`config.mk`:
```
export PLATFORM = sky130hd
export DESIGN_NAME = mem_arbiter
export DESIGN_NICKNAME = d
export VERILOG_FILES = /design/src/rtl/cpu_pkg.sv /design/src/rtl/arb_rr2.sv /design/src/rtl/mem_arbiter.sv
export SDC_FILE = /design/constraint.sdc
export NUM_CORES = 1
export LEC_CHECK = 0
export ABC_AREA = 1
export CORE_MARGIN = 2
export CORE_UTILIZATION = 39
export CTS_BUF_LIST = sky130_fd_sc_hd__clkbuf_4 sky130_fd_sc_hd__clkbuf_8
export CTS_CLUSTER_DIAMETER = 100
export DETAILED_ROUTE_END_ITERATION = 16
export PLACE_DENSITY = 0.94
export SYNTH_ARGS = -nofsm -noshare
export SYNTH_HDL_FRONTEND = slang
export SYNTH_HIERARCHICAL = 1
export SYNTH_SLANG_ARGS = --single-unit
```
`constraint.sdc`:
```
create_clock -name clk -period 1.8 [get_ports clk]
set_input_delay 0.36 -clock clk [delete_from_list [all_inputs] [get_ports clk]]
set_output_delay 0.36 -clock clk [all_outputs]
set_load 0.03 [all_outputs]
```
`src/rtl/cpu_pkg.sv`:
```
// Shared types and constants for the CPU memory subsystem: arbiter state
// encoding, grant identifiers and the machine word width.
package cpu_pkg;
  localparam int WORD_W = 16;

  typedef enum logic [1:0] {
    IDLE,
    CMD,
    WAIT
  } arb_state_t;

  localparam logic GRANT_I = 1'b0;
  localparam logic GRANT_D = 1'b1;
endpackage

```
`src/rtl/arb_rr2.sv`:
```
// Two-requester round-robin pick. Under contention the side that did not win
// last time is chosen; last_grant only moves when the pick is actually taken.
module arb_rr2
  import cpu_pkg::*;
(
  input  logic clk,
  input  logic rst,
  input  logic req_i,
  input  logic req_d,
  input  logic take,
  output logic grant
);
  logic last_grant;

  always_comb begin
    if (req_i && req_d) grant = ~last_grant;
    else if (req_d)     grant = GRANT_D;
    else                grant = GRANT_I;
  end

  // Fetch counts as the previous winner out of reset, so first contention goes to data.
  always_ff @(posedge clk or posedge rst) begin
    if (rst)       last_grant <= GRANT_I;
    else if (take) last_grant <= grant;
  end
endmodule

```
`src/rtl/mem_arbiter.sv`:
```
// Shares one fixed-latency memory between fetch (I) and data (D) ports: one
// command at a time, latency counted out, one-cycle ready pulse on completion.
module mem_arbiter
  import cpu_pkg::*;
#(
  parameter int LAT = 2
) (
  input  logic              clk,
  input  logic              rst,
  input  logic              i_req,
  input  logic [WORD_W-1:0] i_addr,
  output logic              i_rdy,
  output logic [WORD_W-1:0] i_data,
  output logic              i_stall,
  input  logic              d_re,
  input  logic              d_we,
  input  logic [WORD_W-1:0] d_addr,
  input  logic [WORD_W-1:0] d_wdata,
  output logic              d_rdy,
  output logic [WORD_W-1:0] d_rdata,
  output logic              d_stall,
  output logic              mem_en,
  output logic              mem_we,
  output logic [WORD_W-1:0] mem_addr,
  output logic [WORD_W-1:0] mem_wdata,
  input  logic [WORD_W-1:0] mem_rdata
);
  if (LAT < 1 || LAT > 15) begin : g_bad_lat
    $error("mem_arbiter: LAT must be in 1..15");
  end

  localparam logic [3:0] LAT_CNT = 4'(LAT);

  arb_state_t state;
  logic [3:0] cnt;
  logic       grant;
  logic       pick;
  logic       d_req;
  logic       take;
  logic       done;

  assign d_req = d_re | d_we;
  assign take  = (state == IDLE) && (i_req || d_req);
  assign done  = (state == WAIT) && (cnt == 4'd1);

  arb_rr2 u_rr (
    .clk   (clk),
    .rst   (rst),
    .req_i (i_req),
    .req_d (d_req),
    .take  (take),
    .grant (pick)
  );

  // Command registers double as the memory-facing outputs and hold between accesses.
  always_ff @(posedge clk or posedge rst) begin
    if (rst) begin
      state     <= IDLE;
      cnt       <= 4'd0;
      grant     <= GRANT_I;
      mem_en    <= 1'b0;
      mem_we    <= 1'b0;
      mem_addr  <= '0;
      mem_wdata <= '0;
    end else begin
      mem_en <= 1'b0;
      case (state)
        IDLE: begin
          if (take) begin
            grant  <= pick;
            mem_en <= 1'b1;
            state  <= CMD;
            if (pick == GRANT_D) begin
              mem_addr  <= d_addr;
              mem_wdata <= d_wdata;
              mem_we    <= d_we;
            end else begin
              mem_addr <= i_addr;
              mem_we   <= 1'b0;
            end
          end
        end
        CMD: begin
          cnt   <= LAT_CNT;
          state <= WAIT;
        end
        WAIT: begin
          cnt <= cnt - 4'd1;
          if (cnt == 4'd1) state <= IDLE;
        end
        default: state <= IDLE;
      endcase
    end
  end

  assign i_rdy   = done && (grant == GRANT_I);
  assign d_rdy   = done && (grant == GRANT_D);
  assign i_data  = i_rdy ? mem_rdata : '0;
  assign d_rdata = (d_rdy && !mem_we) ? mem_rdata : '0;
  assign i_stall = i_req & ~i_rdy;
  assign d_stall = d_req & ~d_rdy;
endmodule

```
== Yosys cells after proc, flatten, opt, wreduce, memory -nomap -nowiden ==
Index checks and enable logic that the tools add are counted.
W data, S select, Z words.

* Bits in registers: 42
* Input bits: 69
* Word-level logic and storage cells: 46

* $add $sub $neg: 1
* Equality and inequality tests: 5
* Mux-type cells: 12
* Bitwise logic cells: 7
* Reduce and logical (&&, ||, !) cells: 13

{| class="wikitable"
|+ Operator list
! cell !! count
|-
| $mux W16 || 3
|-
| $pmux W4 S2 || 1
|-
| $logic_and A1 B1 Y1 || 6
|-
| $pmux W2 S3 || 1
|-
| $mux W1 || 5
|-
| $eq A4 B1 Y1 const B || 1
|-
| $mux W2 || 2
|-
| $not A1 Y1 || 4
|-
| $reduce_and A2 Y1 || 2
|-
| $sub A4 B1 Y4 const B || 1
|-
| $reduce_and A3 Y1 || 1
|-
| $and A1 B1 Y1 || 2
|-
| $eq A2 B1 Y1 const B || 1
|-
| $eq A2 B2 Y1 const B || 1
|-
| $logic_not A2 Y1 || 1
|-
| $ne A2 B1 Y1 const B || 1
|-
| $ne A2 B2 Y1 const B || 1
|-
| $reduce_bool A2 Y1 || 1
|-
| $logic_not A1 Y1 || 1
|-
| $logic_or A1 B1 Y1 || 1
|-
| $or A1 B1 Y1 || 1
|}

== Longest topological paths before layout ==
Gate-level depths: netlist of the first run.

* Depth after elaboration: 5
* Mapped depth: 8

== Hierarchy ==
The synthesis of the first run kept the hierarchy.

{| class="wikitable"
|+ By module, submodules not included
! module !! instances !! cells each !! area an instance (um2) !! seq. area each (um2)
|-
| mem_arbiter || 1 || 275 || 2302.2 || 1026.0
|-
| arb_rr2 || 1 || 8 || 55.1 || 25.0
|}

== Least setup slack after synthesis of the first run ==
OpenSTA, ideal clock, no wires.

* Kind: flip-flop to output port
* From: reg state[0]
* To: out d_rdata[0]
* Arrival time: 1.620 ns
* Required time: 1.440 ns
* Setup slack: -0.180 ns
* Cell stages (with the launch flop): 5
* Cells stage by stage: dfrtp_1 inv_1 ha_1 nand4_4 nor3_1

* Word-level cells in the longest chain between the ends: 5

{| class="wikitable"
|+ Ends and longest elaborated chain
! item !! line !! text
|-
| from (decl) || mem_arbiter.sv:34 || <nowiki>arb_state_t state;</nowiki>
|-
| from (signal assigned) || mem_arbiter.sv:58 || <nowiki>state <= IDLE;</nowiki>
|-
| from (signal assigned) || mem_arbiter.sv:72 || <nowiki>state <= CMD;</nowiki>
|-
| from (signal assigned) || mem_arbiter.sv:85 || <nowiki>state <= WAIT;</nowiki>
|-
| $eq A2 B2 Y1 || mem_arbiter.sv:44 || <nowiki>assign done = (state == WAIT) && (cnt == 4'd1);</nowiki>
|-
| $logic_and A1 B1 Y1 || mem_arbiter.sv:44 ||
|-
| $logic_and A1 B1 Y1 || mem_arbiter.sv:97 || <nowiki>assign d_rdy = done && (grant == GRANT_D);</nowiki>
|-
| $logic_and A1 B1 Y1 || mem_arbiter.sv:99 || <nowiki>assign d_rdata = (d_rdy && !mem_we) ? mem_rdata : '0;</nowiki>
|-
| $mux W16 || mem_arbiter.sv:99 ||
|-
| to (decl) || mem_arbiter.sv:20 || <nowiki>output logic [WORD_W-1:0] d_rdata,</nowiki>
|}

No other way between the ends.

== Worst setup path in the final report of the first run ==
* From: reg state[0]
* To: out i_data[8]

* Word-level cells in the longest chain between the ends: 4

{| class="wikitable"
|+ Ends and longest elaborated chain
! item !! line !! text
|-
| $eq A2 B2 Y1 || mem_arbiter.sv:44 ||
|-
| $logic_and A1 B1 Y1 || mem_arbiter.sv:44 ||
|-
| $logic_and A1 B1 Y1 || mem_arbiter.sv:96 || <nowiki>assign i_rdy = done && (grant == GRANT_I);</nowiki>
|-
| $mux W16 || mem_arbiter.sv:98 || <nowiki>assign i_data = i_rdy ? mem_rdata : '0;</nowiki>
|-
| to (decl) || mem_arbiter.sv:13 || <nowiki>output logic [WORD_W-1:0] i_data,</nowiki>
|}

No other way between the ends.

==> results of run 1 <==
-- timing repair --
| action | 4_1_cts | 5_1_grt |
|---|---|---|
| setup endpoints to repair | 36 | 52 |
| gates cloned | 0 | 4 |
| buffers inserted | 3 | 3 |
| gates resized for setup | 40 | 25 |
| pin swaps | 1 | 1 |
-- layer usage --
| layer | vias up | global-route usage (%) | share of wire (%) |
|---|---|---|---|
| li1 | 1208 | - | - |
| met1 | 1202 | 21.9 | 35 |
| met2 | 137 | 39.0 | 53 |
| met5 | - | 0 | 0 |
| met4 | 0 | 7.17 | 2.8 |
| met3 | 20 | 6.15 | 9.2 |
-- worst max-delay path: cells and delay by family, from the launching register on --
family,cells,cell delay (ns)
adder cells (fa/ha/maj),1,0.17
buffers and inverters,3,0.46
flip-flops,1,0.39
AND/OR/NAND/NOR,2,0.32
-- cells by family after synthesis --
group / after synthesis
DFF: 42
adders and majority gates: 5
buffers and inverters: 49
and+or+nand+nor: 147
AOI/OAI and AO/OA: 40
-- through the flow --
stage | hold slack, ns | instance area, um2
after global placement | 0.456 | 3760
final | 0.248 | 4250
after global routing | 0.240 | 4250
after floorplan | 0.0887 | 2390
after detailed placement | 0.464 | 3760
after CTS | 0.238 | 4060
-- worst max-delay path by stage --
stage / start / endpoint / slack [ns]
floorplan: state[0]$_DFFE_PP0P_ / d_rdata[0] / -0.18
global route: state[0]$_DFFE_PP0P_ / i_data[8] / -0.23
CTS: cnt[1]$_DFFE_PP0P_ / d_rdata[2] / -0.12
detailed placement: d_we / mem_wdata[15]$_DFFE_PP0P_ / -0.21
global placement: d_we / mem_addr[4]$_DFFE_PP0P_ / -0.13
finish: state[0]$_DFFE_PP0P_ / i_data[8] / -0.19
-- power breakdown --
part           switching (uW)  internal [uW]  leakage, uW
clock network             333            429    0.0000548
logic                    2060           1370      0.00139
registers                 318           1410     0.000516
-- cells in the mapped netlist, drive strengths merged --
cell / instances
a21boi: 1
a21oi: 2
a31oi: 1
and2: 1
buf: 16
dfrtp: 42
ha: 5
inv: 33
nand2: 67
nand3: 6
nand4: 18
nor2: 22
nor3: 16
o21ai: 36
or2: 17
-- registers in the layout, summed over array words and instances (netlist names) --
register and cells:
mem_addr 16, mem_wdata 16, cnt 4, state 2, grant 1, mem_en 1
mem_we 1, u_rr/last_grant 1
-- cell usage in the layout (no fill, tap or decap), drive strengths merged, types with 2 or more instances in the layout --
master         instances
a21oi                  2
buf                   54
clkbuf                 8
clkdlybuf4s50         99
clkinvlp               3
dfrtp                 42
dlymetal6s2s           2
ha                     5
inv                   31
nand2                 67
nand3                  6
nand4                 18
nor2                  22
nor3                  16
o21ai                 36
or2                   17
-- area by class of cell --
class | instances | area, um2 | area share, %
flip-flops and latches | 42 | 1050 | 24.7
inverters | 33 | 128 | 3.00
repair inverters | 1 | 5.00 | 0.118
clock buffers | 6 | 76.3 | 1.80
repair buffers | 157 | 1620 | 38.0
clock inverters | 2 | 37.5 | 0.883
multi-input cells | 192 | 1240 | 29.2
well taps | 75 | 93.8 | 2.21
==> qor.yml, run 1 <==
netlist_area_um2: 2360
fin_nets: 506
synth_xor_area_share_pct: 0
start_kind: "flop"
n_antenna_cell: 0
vias_per_cell: 5.05
hold_path.class: "in -> async"
syn_inst: 283
cp-end-kind: "primary output"
num_rows: 28
critPathMaxFanout: 5
cts-root-buf: "clkbuf_8"
dpl.cell_count: 490
place_congestion: 0.791
cts_tree: "built"
finClkSkew_ns: 0.00782
drtIter0Drc: 169
start_util_pct: 40.1
status: "finished, violations left"
die_h_um: 81.7
htree_levels: 2
synth_top_area_share_pct: 44.6
irDropWorstVdd_v: 0.000840
post-place-ws_ns: -0.212
syn_avg_cell_area_um2: 8.33
synth_compound_area_share_pct: 8.81
drt.antenna.violating_nets: 0
clk_path_buf_depth: 2
min_period_ns: 1.99
tns_ns: -4.46
ys_ff_latch: 42
max_stage_delay_ns: 0.39
slew_headroom_pct: 76.6
crit_arrival_ns: 1.63
violations: "setup timing"
synthMuxAreaShare_pct: 0
syn_to_final_growth_pct: 80.3
setup_viol: 36
dr.pass1.iters: 4
r2r-end: "u_rr/last_grant$_DFFE_PP0P_"
p_total_uw: 5920
wl_per_cell_um: 16.6
insertion_delay_ns: 0.30
grtUsageTotal_pct: 20.8
vias: 2567
numCtsBuffers: 5
cp_cell_sequence: "inv_2 > ha_4 > nand4_4 > clkbuf_16 > nor2_2 > buf_6"
overflow: 0
port_buffers: 138
slew_viol_final: 0
drt_wl_total_mm: 8.43
p_leak_uw: 0.00196
r2r_start: "state[0]$_DFFE_PP0P_"
synth_top_family_by_area: "simple AND/OR/NAND/NOR gates"
dp_hpwl_mm: 5.21
dieArea_um2: 6680
hold_viol: 0
fmax_mhz: 502
cts_sinks: 42
grt_pass1_vias: 2409
antenna_found_initial: 0
timing.final.ws_setup_ns: -0.191
fin_crit_sh_pct: 111
utilization_pct: 72.2
worst-setup-path-type: "reg -> out"
drc: 0
ys_seq_area_share_pct: 44.6
synth_simple_gate_area_share_pct: 33.4
max_cap_viol_count: 0
io_pins: 139
stdcell_count: 508
rsz0062_at_grt: "yes"
grt_pass1_wl_mm: 10.6
synth_nets: 357
worst_pin_slew_ns: 0.350
synthAdderAreaFrac_pct: 2.65
reg2regPathDepth: 7
clk_pin_slew_ns: 0.09
hold_buffers: 0
fp.dieW_um: 81.7
powerDensity_nw_per_um2: 1390
ys.warnings.count: 6
fp.coreArea_um2: 5890
synthTopCellsByArea: "dfrtp_1 (45%), nand2_1 (10%), o21ai_0 (6.2%)"
synth_top_area_cell: "dfrtp_1"
final_layout_size_suffix_gt1_share_pct: 28.4
ys_types: 26
reg2reg_setup_slack_ns: 0.19
n_fill_cell: 388
required_ns: 1.44
slowest_stage: "dfrtp_1"
grt_max_degree: 42
Power figures use the tool's default switching activity.
==> run 2: changes to the inputs <==
--- a/config.mk
+++ b/config.mk
@@ -6,6 +6,7 @@
 export NUM_CORES = 1
 export LEC_CHECK = 0
 export ABC_AREA = 1
+export CORE_ASPECT_RATIO = 1.2
 export CORE_MARGIN = 2
 export CORE_UTILIZATION = 39
 export CTS_BUF_LIST = sky130_fd_sc_hd__clkbuf_4 sky130_fd_sc_hd__clkbuf_8
==> run 2 against run 1 <==
The run still ends with setup timing left. Non-clock buffer count fell by 3. Core utilization fell by 2.2 points. Wire length fell by 6.6%. Register-to-register slack improved by 0.12 ns. Critical path type unchanged. Critical endpoint is now d_rdata[2]. Largest power group unchanged. Highest routed layer unchanged.
==> qor.yml, run 2 (synthesized netlist as in run 1, its figures left out) <==
status: "finished, violations left"
violations: "setup timing"
grtUsageTotal_pct: 21.3  # +0.53 points
overflow: 0  # unchanged
worstSetupEndpoint: "d_rdata[2]"
crit_family: "buffers and inverters"
place_congestion: 0.765  # -3.3%
p_leak_uw: 0.00192  # -2.2%
syn_to_final_growth_pct: 76.3
drt_wl_total_mm: 7.87  # -6.6%
fin_nets: 503  # -0.59%
crit_arrival_ns: 1.66  # +0.03 ns
irDropWorstVdd_v: 0.000890  # +5.9%
worst-path-buf-inv: 3  # unchanged
clk_path_buf_depth: 2  # unchanged
n_antenna_cell: 0  # unchanged
die_h_um: 89.2  # +9.1%
worst-setup-path-type: "reg -> out"
port_buffers: 138  # unchanged
powerDensity_nw_per_um2: 1410  # +1.2%
reg_top3: "mem_addr x16, mem_wdata x16, cnt x4"
antenna_found_initial: 0  # unchanged
r2r-end: "cnt[2]$_DFFE_PP0P_"
rsz0062_at_grt: "yes"
slew_viol_final: 0  # unchanged
tns_ns: -4.02  # +0.446 ns
final_common_cell: "clkdlybuf4s50_1"
startpoint: "cnt[1]$_DFFE_PP0P_"
final_cell_mix: "clkdlybuf4s50_1 (100), nand2_1 (64), dfrtp_1 (41), o21ai_0 (29), inv_1 (27)"
post-place-ws_ns: -0.186  # +0.0266 ns
htree_levels: 2  # unchanged
io_pins: 139  # unchanged
slew_headroom_pct: 64.0  # -13 points
start_util_pct: 39.7  # -0.33 points
drt.antenna.violating_nets: 0  # unchanged
finClkSkew_ns: 0.00475  # -0.00307 ns
required_ns: 1.44  # about the same
clk_pin_slew_ns: 0.08  # about the same
critPathMaxFanout: 18  # +13
cp_cell_sequence: "inv_2 > ha_4 > nand4_4 > buf_12 > nor3_2 > buf_4"
grt_pass1_vias: 2365  # -1.8%
max_cap_viol_count: 0  # unchanged
vias_per_cell: 4.91  # -2.9%
cp-end-kind: "primary output"
cts-root-buf: "clkbuf_8"
fp.dieW_um: 75.0  # -8.3%
start_kind: "flop"
worst_pin_slew_ns: 0.541  # +0.191 ns
grt_max_degree: 42  # unchanged
fin_crit_sh_pct: 112  # +1.5 points
grt_pass1_wl_mm: 10.7  # +0.97%
r2r_start: "state[1]$_DFFE_PP0P_"
timing.final.ws_setup_ns: -0.218  # -0.0273 ns
n_fill_cell: 431  # +11%
hold_path.class: "in -> async"
wl_per_cell_um: 15.4  # -7.3%
min_period_ns: 2.02  # +0.0273 ns
fmax_mhz: 496  # -1.4%
reg2reg_setup_slack_ns: 0.31  # +0.12 ns
final_layout_size_suffix_gt1_share_pct: 28.1  # -0.27 points
fp.coreArea_um2: 5930  # +0.83%
cts_sinks: 42  # unchanged
path_depth: 6  # unchanged
dieArea_um2: 6680  # about the same
slowest_stage: "dfrtp_1"
vias: 2513  # -2.1%
dr.pass1.iters: 4  # unchanged
cts_tree: "built"
max_stage_delay_ns: 0.42  # +0.03 ns
num_rows: 31  # +11%
hold_viol: 0  # unchanged
numCtsBuffers: 5  # unchanged
dp_hpwl_mm: 5.43  # +4.2%
insertion_delay_ns: 0.30  # about the same
reg2regPathDepth: 6  # -1
drtIter0Drc: 134  # -21%
setup_viol: 36  # unchanged
drc: 0  # unchanged
run 2: cell types whose count changed in the layout (fill, tap and decap cells not counted), moves of 2 or more:
cell       previous run  this run
nor2_2                5        13
clkbuf_16             2         0
buf_6                25        23
nor2_4               13         4
run 2: worst min-delay path by stage:
stage	from	endpoint	slack, ns	cells past startpoint
after global placement	mem_wdata[5]$_DFFE_PP0P_	mem_wdata[5]$_DFFE_PP0P_	0.45	2
after global routing	rst	u_rr/last_grant$_DFFE_PP0P_	0.27	2
after CTS	rst	u_rr/last_grant$_DFFE_PP0P_	0.25	2
after floorplan	rst	u_rr/last_grant$_DFFE_PP0P_	0.09	1
final	rst	u_rr/last_grant$_DFFE_PP0P_	0.27	2
after detailed placement	mem_wdata[8]$_DFFE_PP0P_	mem_wdata[8]$_DFFE_PP0P_	0.46	2
run 2: cell type report:
type	count	area (um2)	area share, %
clock buffers	6	76.3	1.84
clock inverters	2	37.5	0.903
inverters	33	128	3.07
multi-input cells	192	1190	28.7
flip-flops and latches	42	1050	25.3
well taps	82	103	2.47
repair buffers	154	1560	37.5
repair inverters	1	5.00	0.120
run 2: where the power goes:
group,switching [uW],internal [uW]
sequential,376,1410
combinational,1940,1360
clock,338,429
run 2: per-layer routing:
layer / up-vias / global-route usage, % / part of all wire (%)
met2: 130 / 40.2 / 53
met5: - / 0 / 0
met3: 10 / 6.99 / 10
li1: 1201 / - / -
met1: 1172 / 22.2 / 35
met4: 0 / 5.84 / 1.2
run 2: what timing repair did:
item | CTS | global route
hold buffers | 0 | 0
setup endpoints to repair | 37 | 39
resized for setup | 37 | 17
pin swaps | 1 | 0
setup buffers | 3 | 1
gates cloned | 0 | 1
run 2: per-stage QoR:
stage               total power [uW]  hold WS [ns]  std cells  instance area [um2]  util, %
floorplan                       3730        0.0887        283                 2390        -
global placement                4840         0.453        499                 3800     64.0
detailed placement              4970         0.458        499                 3800     64.0
CTS                             5830         0.249        510                 4080     68.8
global route                    6220         0.274        512                 4160     70.0
finish                          5860         0.269        512                 4160     70.0
run 2: worst reg2reg max path: stages, from the launching register on:
cell,delay [ns]
dfrtp_1,0.41
inv_1,0.08
ha_1,0.36
inv_1,0.08
or2_2,0.30
o21ai_0,0.08
a21oi_1,0.06
